==> src/rtl/fifo_sync_param_if.sv <==
// Handshake/data bundle between a producer/consumer pair and fifo_sync_param.
interface fifo_sync_param_if #(
  parameter int WIDTH = 8,
  parameter int DEPTH = 8
);
  localparam int CW = $clog2(DEPTH + 1);

  logic             w_en;
  logic [WIDTH-1:0] data_in;
  logic             r_en;
  logic             clr_err;
  logic [WIDTH-1:0] data_out;
  logic             valid;
  logic             full_flag;
  logic             empty_flag;
  logic             almost_full;
  logic             almost_empty;
  logic [CW-1:0]    count;
  logic             overflow;
  logic             underflow;

  // FIFO side
  modport slave (
    input  w_en, data_in, r_en, clr_err,
    output data_out, valid, full_flag, empty_flag, almost_full, almost_empty,
           count, overflow, underflow
  );

  // producer/consumer side
  modport master (
    output w_en, data_in, r_en, clr_err,
    input  data_out, valid, full_flag, empty_flag, almost_full, almost_empty,
           count, overflow, underflow
  );
endinterface

==> src/rtl/fifo_sync_param.sv <==
// Single-clock FIFO: full DEPTH usage, occupancy count, almost thresholds,
// sticky overflow/underflow, standard or first-word-fall-through read.
module fifo_sync_param #(
  parameter int WIDTH    = 8,
  parameter int DEPTH    = 8,
  parameter int AF_LEVEL = DEPTH - 2,
  parameter int AE_LEVEL = 2,
  parameter bit FWFT     = 1'b0
) (
  input logic              clk,
  input logic              rst,
  fifo_sync_param_if.slave bus
);
  localparam int CW = $clog2(DEPTH + 1);
  localparam int PW = (DEPTH > 1) ? $clog2(DEPTH) : 1;
  localparam logic [CW-1:0] DEPTH_C = CW'(DEPTH);
  localparam logic [CW-1:0] AF_C    = CW'(AF_LEVEL);
  localparam logic [CW-1:0] AE_C    = CW'(AE_LEVEL);
  localparam logic [PW-1:0] LAST_P  = PW'(DEPTH - 1);

  if (DEPTH < 2) begin : g_bad_depth
    $error("fifo_sync_param: DEPTH must be >= 2");
  end
  if (AF_LEVEL < 1 || AF_LEVEL > DEPTH) begin : g_bad_af
    $error("fifo_sync_param: AF_LEVEL must be in 1..DEPTH");
  end
  if (AE_LEVEL < 0 || AE_LEVEL > DEPTH - 1) begin : g_bad_ae
    $error("fifo_sync_param: AE_LEVEL must be in 0..DEPTH-1");
  end

  logic [WIDTH-1:0] mem [DEPTH];
  logic [PW-1:0]    w_ptr, r_ptr;
  logic [CW-1:0]    cnt, cnt_nxt;
  logic             full_q, empty_q, af_q, ae_q, ovf_q, unf_q;
  logic             wr_acc, rd_acc;

  // explicit wrap so non-power-of-two depths work
  function automatic logic [PW-1:0] ptr_inc(input logic [PW-1:0] p);
    return (p == LAST_P) ? '0 : p + 1'b1;
  endfunction

  // accept decisions use only registered flags; next occupancy feeds the flag registers
  always_comb begin
    wr_acc  = bus.w_en && !full_q;
    rd_acc  = bus.r_en && !empty_q;
    cnt_nxt = cnt;
    if (wr_acc && !rd_acc)      cnt_nxt = cnt + 1'b1;
    else if (rd_acc && !wr_acc) cnt_nxt = cnt - 1'b1;
  end

  // storage: not reset, and writes are blocked while reset is asserted
  always_ff @(posedge clk) begin
    if (!rst && wr_acc) mem[w_ptr] <= bus.data_in;
  end

  // pointers, occupancy, registered flags and sticky errors
  always_ff @(posedge clk) begin
    if (rst) begin
      w_ptr   <= '0;
      r_ptr   <= '0;
      cnt     <= '0;
      full_q  <= 1'b0;
      empty_q <= 1'b1;
      af_q    <= 1'b0;
      ae_q    <= 1'b1;
      ovf_q   <= 1'b0;
      unf_q   <= 1'b0;
    end else begin
      if (wr_acc) w_ptr <= ptr_inc(w_ptr);
      if (rd_acc) r_ptr <= ptr_inc(r_ptr);
      cnt     <= cnt_nxt;
      full_q  <= (cnt_nxt == DEPTH_C);
      empty_q <= (cnt_nxt == '0);
      af_q    <= (cnt_nxt >= AF_C);
      ae_q    <= (cnt_nxt <= AE_C);
      // a set in the same cycle as clr_err wins
      ovf_q   <= (bus.w_en && full_q)  || (ovf_q && !bus.clr_err);
      unf_q   <= (bus.r_en && empty_q) || (unf_q && !bus.clr_err);
    end
  end

  if (FWFT) begin : g_fwft
    // head word is visible whenever the FIFO is non-empty; zero while empty
    assign bus.data_out = empty_q ? '0 : mem[r_ptr];
    assign bus.valid    = !empty_q;
  end else begin : g_std
    logic [WIDTH-1:0] rd_data;
    logic             rd_vld;
    // registered read: data held between reads, valid pulses one cycle
    always_ff @(posedge clk) begin
      if (rst) begin
        rd_data <= '0;
        rd_vld  <= 1'b0;
      end else begin
        rd_vld <= rd_acc;
        if (rd_acc) rd_data <= mem[r_ptr];
      end
    end
    assign bus.data_out = rd_data;
    assign bus.valid    = rd_vld;
  end

  assign bus.count        = cnt;
  assign bus.full_flag    = full_q;
  assign bus.empty_flag   = empty_q;
  assign bus.almost_full  = af_q;
  assign bus.almost_empty = ae_q;
  assign bus.overflow     = ovf_q;
  assign bus.underflow    = unf_q;
endmodule

==> src/flat_wrapper.sv <==
// flat-port wrapper written by rule: the top's interface ports become plain ports
module fifo_sync_param_flat 
#(
  parameter int WIDTH    = 8,
  parameter int DEPTH    = 8,
  parameter int AF_LEVEL = DEPTH - 2,
  parameter int AE_LEVEL = 2,
  parameter bit FWFT     = 1'b0
)
  (clk, rst, bus_w_en, bus_data_in, bus_r_en, bus_clr_err, bus_data_out, bus_valid, bus_full_flag, bus_empty_flag, bus_almost_full, bus_almost_empty, bus_count, bus_overflow, bus_underflow);
  fifo_sync_param_if #(.WIDTH(WIDTH), .DEPTH(DEPTH)) bus_i ();
  input logic clk;
  input logic rst;
  input wire logic [$bits(bus_i.w_en)-1:0] bus_w_en;
  input wire logic [$bits(bus_i.data_in)-1:0] bus_data_in;
  input wire logic [$bits(bus_i.r_en)-1:0] bus_r_en;
  input wire logic [$bits(bus_i.clr_err)-1:0] bus_clr_err;
  output wire logic [$bits(bus_i.data_out)-1:0] bus_data_out;
  output wire logic [$bits(bus_i.valid)-1:0] bus_valid;
  output wire logic [$bits(bus_i.full_flag)-1:0] bus_full_flag;
  output wire logic [$bits(bus_i.empty_flag)-1:0] bus_empty_flag;
  output wire logic [$bits(bus_i.almost_full)-1:0] bus_almost_full;
  output wire logic [$bits(bus_i.almost_empty)-1:0] bus_almost_empty;
  output wire logic [$bits(bus_i.count)-1:0] bus_count;
  output wire logic [$bits(bus_i.overflow)-1:0] bus_overflow;
  output wire logic [$bits(bus_i.underflow)-1:0] bus_underflow;
  assign bus_i.w_en = bus_w_en;
  assign bus_i.data_in = bus_data_in;
  assign bus_i.r_en = bus_r_en;
  assign bus_i.clr_err = bus_clr_err;
  assign bus_data_out = bus_i.data_out;
  assign bus_valid = bus_i.valid;
  assign bus_full_flag = bus_i.full_flag;
  assign bus_empty_flag = bus_i.empty_flag;
  assign bus_almost_full = bus_i.almost_full;
  assign bus_almost_empty = bus_i.almost_empty;
  assign bus_count = bus_i.count;
  assign bus_overflow = bus_i.overflow;
  assign bus_underflow = bus_i.underflow;
  fifo_sync_param #(.WIDTH(WIDTH), .DEPTH(DEPTH), .AF_LEVEL(AF_LEVEL), .AE_LEVEL(AE_LEVEL), .FWFT(FWFT)) u_core (.clk(clk), .rst(rst), .bus(bus_i));
endmodule
==> config.mk <==
export PLATFORM = sky130hd
export DESIGN_NAME = fifo_sync_param_flat
export DESIGN_NICKNAME = d
export VERILOG_FILES = /design/src/rtl/fifo_sync_param_if.sv /design/src/rtl/fifo_sync_param.sv /design/src/flat_wrapper.sv
export SDC_FILE = /design/constraint.sdc
export NUM_CORES = 1
export LEC_CHECK = 0
export ABC_AREA = 1
export BUFFER_PORTS_ARGS = -buffer_cell sky130_fd_sc_hd__buf_4
export CORE_MARGIN = 10
export CORE_UTILIZATION = 60
export CTS_CLUSTER_DIAMETER = 200
export CTS_CLUSTER_SIZE = 8
export DETAILED_ROUTE_END_ITERATION = 10
export GPL_TIMING_DRIVEN = 0
export PLACE_DENSITY = 0.89
export SETUP_SLACK_MARGIN = 0.3
export SYNTH_ARGS = -nofsm -noshare
export SYNTH_HDL_FRONTEND = slang
export SYNTH_SLANG_ARGS = --single-unit
==> constraint.sdc <==
create_clock -name clk -period 4 [get_ports clk]
set_input_delay 0.4 -clock clk [delete_from_list [all_inputs] [get_ports clk]]
set_output_delay 0.4 -clock clk [all_outputs]
set_load 0.1 [all_outputs]
Word level (Yosys, flattened, before mapping):

Memory sizes are Yosys's and may differ from the RTL's. A register that Yosys moved wholly into a read port is not among the register bits.
Index checks and enable logic that the tools add are counted.

* bits in registers: 17
* memory bits (writable): 64
* output and inout port bits: 19
* logic and storage cells: 44
* memories kept: 1

Memory list
* u_core.mem: depth 8, width 8, rd ports 1, clocked after Yosys merged registers in 1, write ports 1, line fifo_sync_param.sv:31 `logic [WIDTH-1:0] mem [DEPTH];`

* add/subtract/negate cells: 4
* order comparisons: 2
* equal/unequal tests: 3
* muxes and demuxes: 6
* reductions and logical operators: 18

Operators by type and width (number)
* 1-bit logical AND: 9
* 4-bit 2-to-1 mux: 2
* 3-bit by 1-bit adder with 3-bit output (second input constant): 2
* 3-bit equality test (second input constant): 2
* 1-bit logical NOT: 6
* 3-bit 2-to-1 mux: 2
* 4-bit by 1-bit adder with 4-bit output (second input constant): 1
* 4-bit equality test (second input constant): 1
* 4-bit by 3-bit greater-or-equal comparator with 1-bit output (second input constant): 1
* 4-bit by 2-bit <= comparator with 1-bit output (second input constant): 1
* 4-bit logical NOT: 1
* 4-bit by 1-bit subtractor with 4-bit output (second input constant): 1
* 1-bit logical OR: 2
* 1-bit 2-to-1 mux: 2

Logic depth before layout (Yosys ltp):

Gate-level depths: netlist of the first run.

* depth in word-level cells: 7
* depth in mapped cells: 11

Least setup slack after synthesis of the first run:

Ideal clock, no wire load.

* path kind: reg2reg
* from: register u_core.cnt[0], in the netlist u_core.bus.count[0]
* to: register u_core.empty_q, in the netlist u_core.bus.empty_flag
* arrival time: 1.960 ns
* required time: 3.940 ns
* path slack: 1.980 ns
* cell stages (with the launch flop): 10
* path buffers: 0
* clock period less this slack: 2.020 ns
* cells stage by stage: dfxtp_1 > inv_1 > ha_1 > inv_1 > nand2_1 > nand2_1 > nand2_2 > nor2_2 > nand3_1 > nand2_1

* cells in the longest elaborated chain, start to end: 4

RTL lines
* start: declaration: line fifo_sync_param.sv:33 `logic [CW-1:0] cnt, cnt_nxt;`
* start signal: assignment: line fifo_sync_param.sv:71 `cnt <= cnt_nxt;`
* 4-bit by 1-bit subtractor with 4-bit output: line fifo_sync_param.sv:48 `else if (rd_acc && !wr_acc) cnt_nxt = cnt - 1'b1;`
* 4-bit 2-to-1 mux: line fifo_sync_param.sv:48
* 4-bit 2-to-1 mux (*): line fifo_sync_param.sv:47 `if (wr_acc && !rd_acc) cnt_nxt = cnt + 1'b1;`
* 4-bit logical NOT (*): line fifo_sync_param.sv:73 `empty_q <= (cnt_nxt == '0);`
* end signal: assignment: line fifo_sync_param.sv:73
* end: declaration: line fifo_sync_param.sv:34 `logic full_q, empty_q, af_q, ae_q, ovf_q, unf_q;`

Every way passes the cells marked *; elsewhere a longest branch is shown, timed or not.
A chain may end at the register's enable or synchronous reset.

Worst setup path in the final report of the first run:

* from: register u_core.full_q, in the netlist u_core.bus.full_flag
* to: memory u_core.mem[4][2], enable pin

* cells in the longest elaborated chain, start to end: 5

RTL lines
* start: declaration: line fifo_sync_param.sv:34
* start signal: assignment: line fifo_sync_param.sv:72 `full_q <= (cnt_nxt == DEPTH_C);`
* 1-bit logical NOT: line fifo_sync_param.sv:44 `wr_acc = bus.w_en && !full_q;`
* 1-bit logical AND: line fifo_sync_param.sv:44
* 1-bit logical AND: line fifo_sync_param.sv:53 `if (!rst && wr_acc) mem[w_ptr] <= bus.data_in;`
* 1-bit 2-to-1 mux: line fifo_sync_param.sv:53
* 1-bit 2-to-1 mux (not written as such): line fifo_sync_param.sv:53
* end: declaration: line fifo_sync_param.sv:31

No other way between the ends.

==> results of run 1 <==
-- cells in the final DEF, fill, tap and decap left out, drive strengths merged --
master and instances:
nor2 80, edfxtp 64, nand2 51, o21ai 43
buf 43, dfxtp 25, inv 25, nand3 22
a21oi 15, clkbuf 15, o211ai 8, ha 6
clkinv 2, o31ai 1, a211oi 1, a22oi 1
clkinvlp 1
-- stage by stage --
step / total power, mW / util (%) / worst slack (ns) / instances / hold WS [ns]
4_1_cts: 2.32 / 70.6 / 2.01 / 478 / 0.259
5_1_grt: 2.42 / 70.6 / 1.88 / 478 / 0.264
3_5_place_dp: 1.78 / 67.6 / 1.93 / 462 / 0.460
6_report: 2.31 / 70.6 / 2.01 / 478 / 0.267
2_1_floorplan: 1.61 / - / 1.98 / 357 / 0.489
3_3_place_gp: 1.76 / 67.6 / 2.02 / 462 / 0.451
-- synthesized netlist by cell type --
cell type,instances,area [µm²]
o21ai_1,3,15.0
o21ai_0,40,200
nor2_1,77,289
clkbuf_1,1,3.75
buf_1,1,3.75
nand2_1,44,165
ha_1,6,75.1
inv_1,19,71.3
o211ai_1,8,60.1
o31ai_1,1,7.51
nor2_4,2,22.5
a21oi_1,15,75.1
nand3_2,3,30.0
a22oi_1,1,7.51
buf_6,1,11.3
dfxtp_1,25,500
inv_2,5,18.8
buf_4,4,30.0
nand2_4,1,11.3
buf_2,7,35.0
nor2_2,1,6.26
edfxtp_1,64,1920
nand2_2,6,37.5
nand3_1,19,95.1
clkbuf_2,1,5.00
clkinv_1,1,3.75
a211oi_1,1,7.51
-- registers in the layout, indices dropped and copies added, names as in the netlist, 3 cells and up --
name	cells
u_core.bus.data_out	8
u_core.bus.count	4
u_core.w_ptr	3
u_core.r_ptr	3
u_core.mem	64
-- where the power goes --
part	internal, mW	leakage (nW)	switching (mW)	total (mW)
Combinational	0.164	0.796	0.520	0.684
Clock	0.247	0.0842	0.302	0.549
Sequential	1.04	0.784	0.0393	1.08
-- cell families after synthesis --
| family | after synthesis | share of synthesized area [%] |
|---|---|---|
| AND/OR/NAND/NOR | 153 | 17.7 |
| flip-flops | 89 | 65.3 |
| AO/OA/AOI/OAI | 69 | 10.1 |
| buffers and inverters | 40 | 4.92 |
| adder cells (fa/ha/maj) | 6 | 2.02 |
-- path summary, 6_finish.rpt --
path | end | slack, ns | cells after the start
max | u_core.mem[4][2] | 2.01 | 5
max reg2reg | u_core.mem[4][2] | 2.01 | 5
min | u_core.mem[1][5] | 0.27 | 1
min reg2reg | u_core.bus.overflow | 0.47 | 2
-- worst reg2reg max path, stage by stage (launching register included) --
cell and delay (ns):
dfxtp_1 0.35, inv_1 0.08, nand2_2 0.11, nor2_1 0.19, nand2_1 0.14, nor2_1 0.75
-- per-layer routing --
layer  up-vias  GRT usage, %  share of wire, %
li1       1292             -                 -
met1      1303          20.0                38
met2       154          28.1                49
met3        26          5.52               9.9
met4         0          7.28               2.5
met5         -             0                 0
-- final cells by class --
class                   count  area share (%)
flip-flops and latches     89            57.6
multi-input cells         228            26.3
repair buffers             30            5.36
clock buffers              13            3.54
inverters                  25            2.23
well taps                  75            2.23
plain buffers              15            2.11
clock inverters             3           0.595
==> flow_metrics.env, run 1 <==
export IMPL_slew_violations=0
export IMPL_syn_to_final_growth_pct=13.3
export IMPL_finClkSkew_ns=0.0155
export IMPL_path_cells="inv_1 > nand2_2 > nor2_1 > nand2_1 > nor2_1"
export IMPL_worstReg2RegStart="u_core.bus.full_flag"
export IMPL_die_area_mm2=0.00973
export IMPL_die_width_um=98.6
export IMPL_portBuffers=30
export IMPL_worst_path_buf_inv=1
export IMPL_syn_inst=357
export IMPL_num_antenna_cells=0
export IMPL_crit_start="u_core.bus.full_flag"
export IMPL_cp_top_family="simple AND/OR/NAND/NOR gates"
export IMPL_syn_cell_area_mm2=0.00371
export IMPL_min_period_over_period_pct=49.8
export IMPL_worstPathMaxFanout=8
export IMPL_drc_errors=0
export IMPL_postCtsResizedCells=0
export IMPL_critPathLaunchType="flop"
export IMPL_root_buffer="clkbuf_8"
export IMPL_rows=28
export IMPL_nets=417
export IMPL_grt_pass1_wl_um=13100
export IMPL_clk_latency_ns=0.36
export IMPL_wl_per_cell_um=17.3
export IMPL_htree_levels=3
export IMPL_slew_headroom_pct=36.1
export IMPL_crit_path_end_kind="flop"
export IMPL_syn_nets=376
export IMPL_worstMarginPinSlew_ns=0.954
export IMPL_placed_area_mm2=0.00403
export IMPL_cp_slowest_cell="nor2_1"
export IMPL_ys_seq_elements=89
export IMPL_grt_use_total_pct=17.1
export IMPL_wirelength_um=8260
export IMPL_worst_setup_path_type="flop to flop"
export IMPL_min_from="bus_data_in[5]"
export IMPL_drtPass1Iterations=5
export IMPL_cp_slowest_stage_delay_ns=0.75
export IMPL_ant_nets=0
export IMPL_drive_above_1_share_pct=18.4
export IMPL_p_leak_nw=1.66
export IMPL_cp_required_ns=3.98
export IMPL_multi_input_area_mm2=0.00110
export IMPL_post_cts_buffers=0
export IMPL_overflow=0
export IMPL_p_per_area_mw_per_mm2=551
export IMPL_place_hpwl_um=5650
export IMPL_hold_buffers=0
export IMPL_syn_area_per_cell_um2=10.4
export IMPL_regArea_mm2=0.00242
export IMPL_peakVddDrop_mv=0.325
export IMPL_fmax_mhz=502
export IMPL_io_pins=32
export IMPL_design_area_mm2=0.00420
export IMPL_start_util_pct=62.3
export IMPL_crit_arrival_ns=1.98
export IMPL_hp_class="primary input to flop"
export IMPL_cts_tree="done"
export IMPL_yosysSeqAreaShare_pct=65.3
export IMPL_cts_sinks=89
export IMPL_antenna_found_initial=0
export IMPL_rsz0062_at_grt="false"
export IMPL_setup_viol=0
export IMPL_fill_cells=411
export IMPL_drtIter0Drc=244
export IMPL_drv_cap=0
export IMPL_synth_warnings=0
export IMPL_path_clk_slew_ns=0.09
export IMPL_tns_ns=0
export IMPL_grt_max_degree=16
export IMPL_cts_max_path_buffers=2
export IMPL_finalCriticalPeriod_ns=1.99
export IMPL_vias=2775
export IMPL_avgViaCountPerCell=5.81
export IMPL_status="complete, no violations"
export IMPL_die_y_um=98.6
export IMPL_cts_made_buffers=9
export IMPL_core_region_area_mm2=0.00596
export IMPL_cp_common_cell="nor2_1"
export IMPL_grt_pass1_vias=2649
export IMPL_synth_cell_types=27
export IMPL_finalHoldViolations=0
export IMPL_place_congestion=0.825
Note: power is estimated with default switching activity, not from simulation.
==> run 2: changes to the inputs <==
--- a/config.mk
+++ b/config.mk
@@ -8,12 +8,12 @@
 export ABC_AREA = 1
 export BUFFER_PORTS_ARGS = -buffer_cell sky130_fd_sc_hd__buf_4
 export CORE_MARGIN = 10
-export CORE_UTILIZATION = 60
+export CORE_UTILIZATION = 59
 export CTS_CLUSTER_DIAMETER = 200
 export CTS_CLUSTER_SIZE = 8
 export DETAILED_ROUTE_END_ITERATION = 10
 export GPL_TIMING_DRIVEN = 0
-export PLACE_DENSITY = 0.89
+export PLACE_DENSITY = 0.88
 export SETUP_SLACK_MARGIN = 0.3
 export SYNTH_ARGS = -nofsm -noshare
 export SYNTH_HDL_FRONTEND = slang
==> constraint.sdc (replaced) <==
create_clock -name clk -period 1.85 [get_ports clk]
set_input_delay 0.185 -clock clk [delete_from_list [all_inputs] [get_ports clk]]
set_output_delay 0.185 -clock clk [all_outputs]
set_load 0.1 [all_outputs]
==> run 2 against run 1 <==
Hold slack worse by 0.21 ns. Sequential power up 120%. Sequential share of layout area down 4.0 points. Critical path depth increased by 2. Maximum frequency increased by 31%. Flip-flop and latch count unchanged. Critical endpoint is now u_core.bus.data_out[7]. Power up 130%. Register-to-register slack got worse by 1.7 ns. First-iteration DRC count grew 25%. Combinational power increased by 130%. Core utilization grew 4.9 points.
==> flow_metrics.env, run 2 (synthesis gave the netlist of run 1 again) <==
export IMPL_status="complete, no violations"
export IMPL_p_total_mw=5.39
export IMPL_drive_above_1_share_pct=26.1
export IMPL_cp_slowest_stage_delay_ns=0.37
export IMPL_finalCriticalPeriod_ns=1.52
export IMPL_path_cells="buf_4 > inv_2 > clkbuf_4 > o21ai_0 > o211ai_1 > nand2_1 > a21oi_2"
export IMPL_place_hpwl_um=6020
export IMPL_worst_setup_path_type="flop to flop"
export IMPL_cts_tree="done"
export IMPL_p_per_area_mw_per_mm2=1190
export IMPL_avgViaCountPerCell=5.87
export IMPL_drtPass1Iterations=7
export IMPL_rows=28
export IMPL_grt_max_degree=16
export IMPL_io_pins=32
export IMPL_cp_top_family="buffers and inverters"
export IMPL_worst_path_buf_inv=3
export IMPL_cp_slowest_cell="dfxtp_1"
export IMPL_cts_made_buffers=9
export IMPL_die_width_um=99.3
export IMPL_overflow=0
export IMPL_top_register="u_core.mem"
export IMPL_die_y_um=99.3
export IMPL_hp_class="primary input to flop"
export IMPL_peakVddDrop_mv=0.867
export IMPL_tns_ns=0
export IMPL_ant_nets=0
export IMPL_layout_commonest_cell="nor2_1"
export IMPL_path_clk_slew_ns=0.09
export IMPL_drv_cap=0
export IMPL_largest_reg_flops=64
export IMPL_grt_use_total_pct=19.1
export IMPL_multi_input_area_mm2=0.00119
export IMPL_vias=2870
export IMPL_cts_max_path_buffers=2
export IMPL_start_util_pct=61.6
export IMPL_fill_cells=369
export IMPL_num_antenna_cells=0
export IMPL_portBuffers=30
export IMPL_wirelength_um=9430
export IMPL_antenna_found_initial=0
export IMPL_setup_viol=0
export IMPL_die_area_mm2=0.00986
export IMPL_regArea_mm2=0.00244
export IMPL_slew_headroom_pct=69.7
export IMPL_core_region_area_mm2=0.00603
export IMPL_syn_to_final_growth_pct=22.6
export IMPL_htree_levels=3
export IMPL_place_congestion=0.864
export IMPL_wl_per_cell_um=19.3
export IMPL_crit_path_end_kind="flop"
export IMPL_worstMarginPinSlew_ns=0.454
export IMPL_cp_required_ns=2.10
export IMPL_finalWorstSetupSlack_ns=0.331
export IMPL_crit_arrival_ns=1.77
export IMPL_rsz0062_at_grt="true"
export IMPL_layout_common_cells="nor2_1, edfxtp_1, nand2_1"
export IMPL_grt_pass1_wl_um=14700
export IMPL_drc_errors=0
export IMPL_nets=428
export IMPL_cts_sinks=89
export IMPL_worstPathMaxFanout=10
export IMPL_p_leak_nw=1.78
export IMPL_root_buffer="clkbuf_8"
export IMPL_slew_violations=0
export IMPL_drtIter0Drc=306
export IMPL_grt_pass1_vias=2803
export IMPL_finClkSkew_ns=0.00970
export IMPL_finalHoldViolations=0
export IMPL_pre_cts_slack_ns=0.215
export IMPL_fmax_mhz=658
export IMPL_critPathLaunchType="flop"
export IMPL_min_period_over_period_pct=82.1
export IMPL_clk_latency_ns=0.36
## run 2: changes by cell type in the layout (fill, tap and decap cells not counted), sizes merged
| cell | change |
|---|---|
| buf | +10 |
| inv | -1 |
| bufinv | +2 |
| clkinv | +4 |
| clkinvlp | -1 |
| clkbuf | -3 |
## run 2: worst register-to-register path, cell delays in order (launching register included)
cell      delay (ns)
dfxtp_1         0.37
buf_4           0.17
inv_2           0.08
clkbuf_4        0.21
o21ai_0         0.22
o211ai_1        0.16
nand2_1         0.16
a21oi_2         0.06
## run 2: layer usage
layer	track usage, %	part of all wire, %
met4	9.37	2.7
met2	30.3	49
met3	5.19	9.9
met5	0	0
met1	23.5	38
## run 2: worst paths after layout
| check | startpoint | slack, ns | cells after the start | to |
|---|---|---|---|---|
| max | u_core.r_ptr[0] | 0.33 | 7 | u_core.bus.data_out[7] |
| min | bus_data_in[3] | 0.05 | 1 | u_core.mem[2][3] |
| max reg2reg | u_core.r_ptr[0] | 0.33 | 7 | u_core.bus.data_out[7] |
| min reg2reg | u_core.bus.underflow | 0.47 | 2 | u_core.bus.underflow |
## run 2: area by class of cell
| class | instances | area share, % |
|---|---|---|
| Timing Repair Buffer | 41 | 8.97 |
| Tap cell | 75 | 2.06 |
| Buffer | 15 | 2.34 |
| Clock buffer | 9 | 2.72 |
| Sequential cell | 89 | 53.6 |
| Multi-Input combinational cell | 228 | 26.1 |
| Inverter | 25 | 2.06 |
| Clock inverter | 7 | 2.09 |
## run 2: power by group
group | total, mW | leakage [nW] | switching [mW] | internal, mW
clock | 1.45 | 0.111 | 0.692 | 0.760
sequential | 2.35 | 0.787 | 0.0908 | 2.26
combinational | 1.59 | 0.887 | 1.19 | 0.392
total | 5.39 | 1.78 | 1.98 | 3.42
## run 2: per-stage QoR
step	hold WS, ns	cells	area [µm²]	util [%]
after floorplan	0.284	357	3790	-
after detailed placement	0.423	462	4110	68.2
after global routing	0.0484	489	4550	75.5
after CTS	0.0483	489	4510	74.9
final	0.0542	489	4550	75.5
after global placement	0.417	462	4110	68.2
## run 2: what timing repair did
| item | 4_1_cts | 5_1_grt |
|---|---|---|
| pin swaps | 8 | 2 |
| hold endpoints to repair | 0 | 0 |
| hold buffers | 0 | 0 |
| setup buffers | 11 | 0 |
| cloned | 0 | 0 |
| setup endpoints to repair | 64 | 69 |
| gates resized for setup | 1 | 18 |
==> run 3: changes to the inputs <==
==> constraint.sdc (replaced) <==
create_clock -name clk -period 1.4 [get_ports clk]
set_input_delay 0.14 -clock clk [delete_from_list [all_inputs] [get_ports clk]]
set_output_delay 0.14 -clock clk [all_outputs]
set_load 0.1 [all_outputs]
==> run 3 against run 2 <==
The run now ends with negative setup slack left. Worst setup slack got worse by 0.62 ns. Critical path type unchanged. Largest cell class unchanged. Clock power increased by 25%. Maximum frequency decreased by 10%. Wire length increased by 63%. Global-route usage increased by 3.6 points. First-iteration DRC count increased by 45%. Register-to-register slack got worse by 0.62 ns.
==> flow_metrics.env, run 3 (synthesis gave the netlist of run 1 again) <==
export IMPL_place_hpwl_um=5900
export IMPL_finClkSkew_ns=0.0173
export IMPL_finalCriticalPeriod_ns=1.69
export IMPL_antenna_found_initial=0
export IMPL_cts_tree="done"
export IMPL_die_area_mm2=0.00986
export IMPL_worst_setup_path_type="flop to flop"
export IMPL_cp_top_family="compound AO/OA/AOI/OAI gates"
export IMPL_switching_share_pct=40.0
export IMPL_violations="negative setup slack"
export IMPL_setup_viol=29
export IMPL_status="finished, violations left"
export IMPL_slew_headroom_pct=66.7
export IMPL_cp_slowest_stage_delay_ns=0.42
export IMPL_die_width_um=99.3
export IMPL_io_pins=32
export IMPL_worst_path_buf_inv=3
export IMPL_cts_max_path_buffers=2
export IMPL_drv_cap=0
export IMPL_die_y_um=99.3
export IMPL_peakVddDrop_mv=1.60
export IMPL_drc_errors=0
export IMPL_finalWorstSetupSlack_ns=-0.293
export IMPL_dp_cells=462
export IMPL_crit_arrival_ns=1.95
export IMPL_cts_sinks=89
export IMPL_reg2regPathDepth=7
export IMPL_p_int_mw=5.15
export IMPL_wirelength_um=15400
export IMPL_htree_levels=3
export IMPL_largest_reg_flops=64
export IMPL_rows=28
export IMPL_layout_common_cells="edfxtp_1, nor2_1, buf_6"
export IMPL_place_congestion=0.827
export IMPL_critPathLaunchType="flop"
export IMPL_avgViaCountPerCell=6.90
export IMPL_top_register="u_core.mem"
export IMPL_p_leak_nw=2.15
export IMPL_cp_slowest_cell="o21ai_0"
export IMPL_p_clk_share_pct=21.1
export IMPL_hp_class="primary input to flop"
export IMPL_portBuffers=30
export IMPL_drtIter0Drc=443
export IMPL_path_cells="buf_4 > buf_16 > buf_8 > o21ai_0 > nand3_1 > nand2_1 > a21oi_2"
export IMPL_num_antenna_cells=0
export IMPL_fin_cells=524
export IMPL_wl_per_cell_um=29.4
export IMPL_placed_area_mm2=0.00424
export IMPL_root_buffer="clkbuf_8"
export IMPL_p_switching_mw=3.43
export IMPL_layout_commonest_cell="edfxtp_1"
export IMPL_nets=463
export IMPL_drive_above_1_share_pct=52.8
export IMPL_start_util_pct=61.6
export IMPL_drtPass1Iterations=5
export IMPL_core_region_area_mm2=0.00603
export IMPL_fmax_mhz=590
export IMPL_slew_violations=0
export IMPL_grt_max_degree=15
export IMPL_p_per_area_mw_per_mm2=1520
export IMPL_grt_use_total_pct=22.6
export IMPL_design_area_mm2=0.00566
export IMPL_path_clk_slew_ns=0.10
export IMPL_rsz0062_at_grt="true"
export IMPL_clk_latency_ns=0.38
export IMPL_cts_made_buffers=9
export IMPL_crit_path_end_kind="flop"
export IMPL_combPwrFrac_pct=41.5
export IMPL_min_period_over_period_pct=121
export IMPL_vias=3615
export IMPL_hold_buffers=0
export IMPL_ant_nets=0
export IMPL_worstMarginPinSlew_ns=0.494
export IMPL_worstPathMaxFanout=5
export IMPL_cp_required_ns=1.65
export IMPL_seq_power_share_pct=37.3
export IMPL_grt_pass1_wl_um=17300
export IMPL_syn_to_final_growth_pct=52.6
export IMPL_overflow=0
export IMPL_hold_path_depth=1
export IMPL_grt_pass1_vias=3252
export IMPL_crit_cells=7
export IMPL_finalHoldViolations=0
run 3: cell count changes in the layout (fill, tap and decap cells not counted), moves of 10 or more:
cell	previous run	this run
buf_4	39	27
dfxtp_1	18	5
o21ai_2	0	10
o21ai_0	39	16
nor2_2	1	14
nand2_1	42	26
o21ai_1	4	16
nand2_4	1	11
buf_6	2	35
nor2_1	67	47
run 3: final cells by class:
class	instances	area, µm²
Sequential cell	89	2470
Multi-Input combinational cell	228	1650
Timing Repair Buffer	76	945
Fill cell	164	363
Buffer	15	198
Clock buffer	11	131
Inverter	25	125
Tap cell	75	93.8
Clock inverter	5	55.1
run 3: power groups by stage:
stage | registers [mW] | clock network, mW | logic [mW]
after CTS | 3.16 | 1.72 | 2.66
after global routing | 3.21 | 1.86 | 3.64
final | 3.20 | 1.81 | 3.57
after detailed placement | 3.19 | 0 | 2.05
after floorplan | 3.93 | 0 | 0.824
after global placement | 3.18 | 0 | 1.99
run 3: stage by stage:
stage                     hold WS [ns]  power [mW]  setup TNS [ns]  setup slack (ns)  util (%)
final                           0.0148        8.58           -1.18            -0.293      94.0
after detailed placement         0.387        5.24          -0.617           -0.0557      70.3
after global placement           0.377        5.17               0          0.000714      70.3
after global routing            0.0203        8.71           -2.18            -0.278      94.0
after CTS                       0.0139        7.54               0            0.0249      83.5
after floorplan                  0.239        4.76          -0.258           -0.0168         -
run 3: worst paths after layout:
path,from,end,slack [ns]
max,u_core.r_ptr[0],u_core.bus.data_out[1],-0.29
min reg2reg,u_core.bus.overflow,u_core.bus.overflow,0.48
max reg2reg,u_core.r_ptr[0],u_core.bus.data_out[1],-0.29
min,bus_data_in[4],u_core.mem[1][4],0.01
run 3: timing repair:
| action | CTS | global route |
|---|---|---|
| setup endpoints to repair | 104 | 91 |
| resized for setup | 102 | 108 |
| gates cloned | 6 | 1 |
| buffers inserted | 17 | 22 |
| pin swaps | 30 | 59 |
run 3: layer usage:
layer	wire (µm)	share of wire [%]	track usage [%]	vias to the layer above
met3	1660	11	4.98	142
met5	0	0	0	-
met1	4800	31	24.4	1693
met4	1400	9.1	15.5	0
li1	-	-	-	1395
met2	7540	49	38.8	385
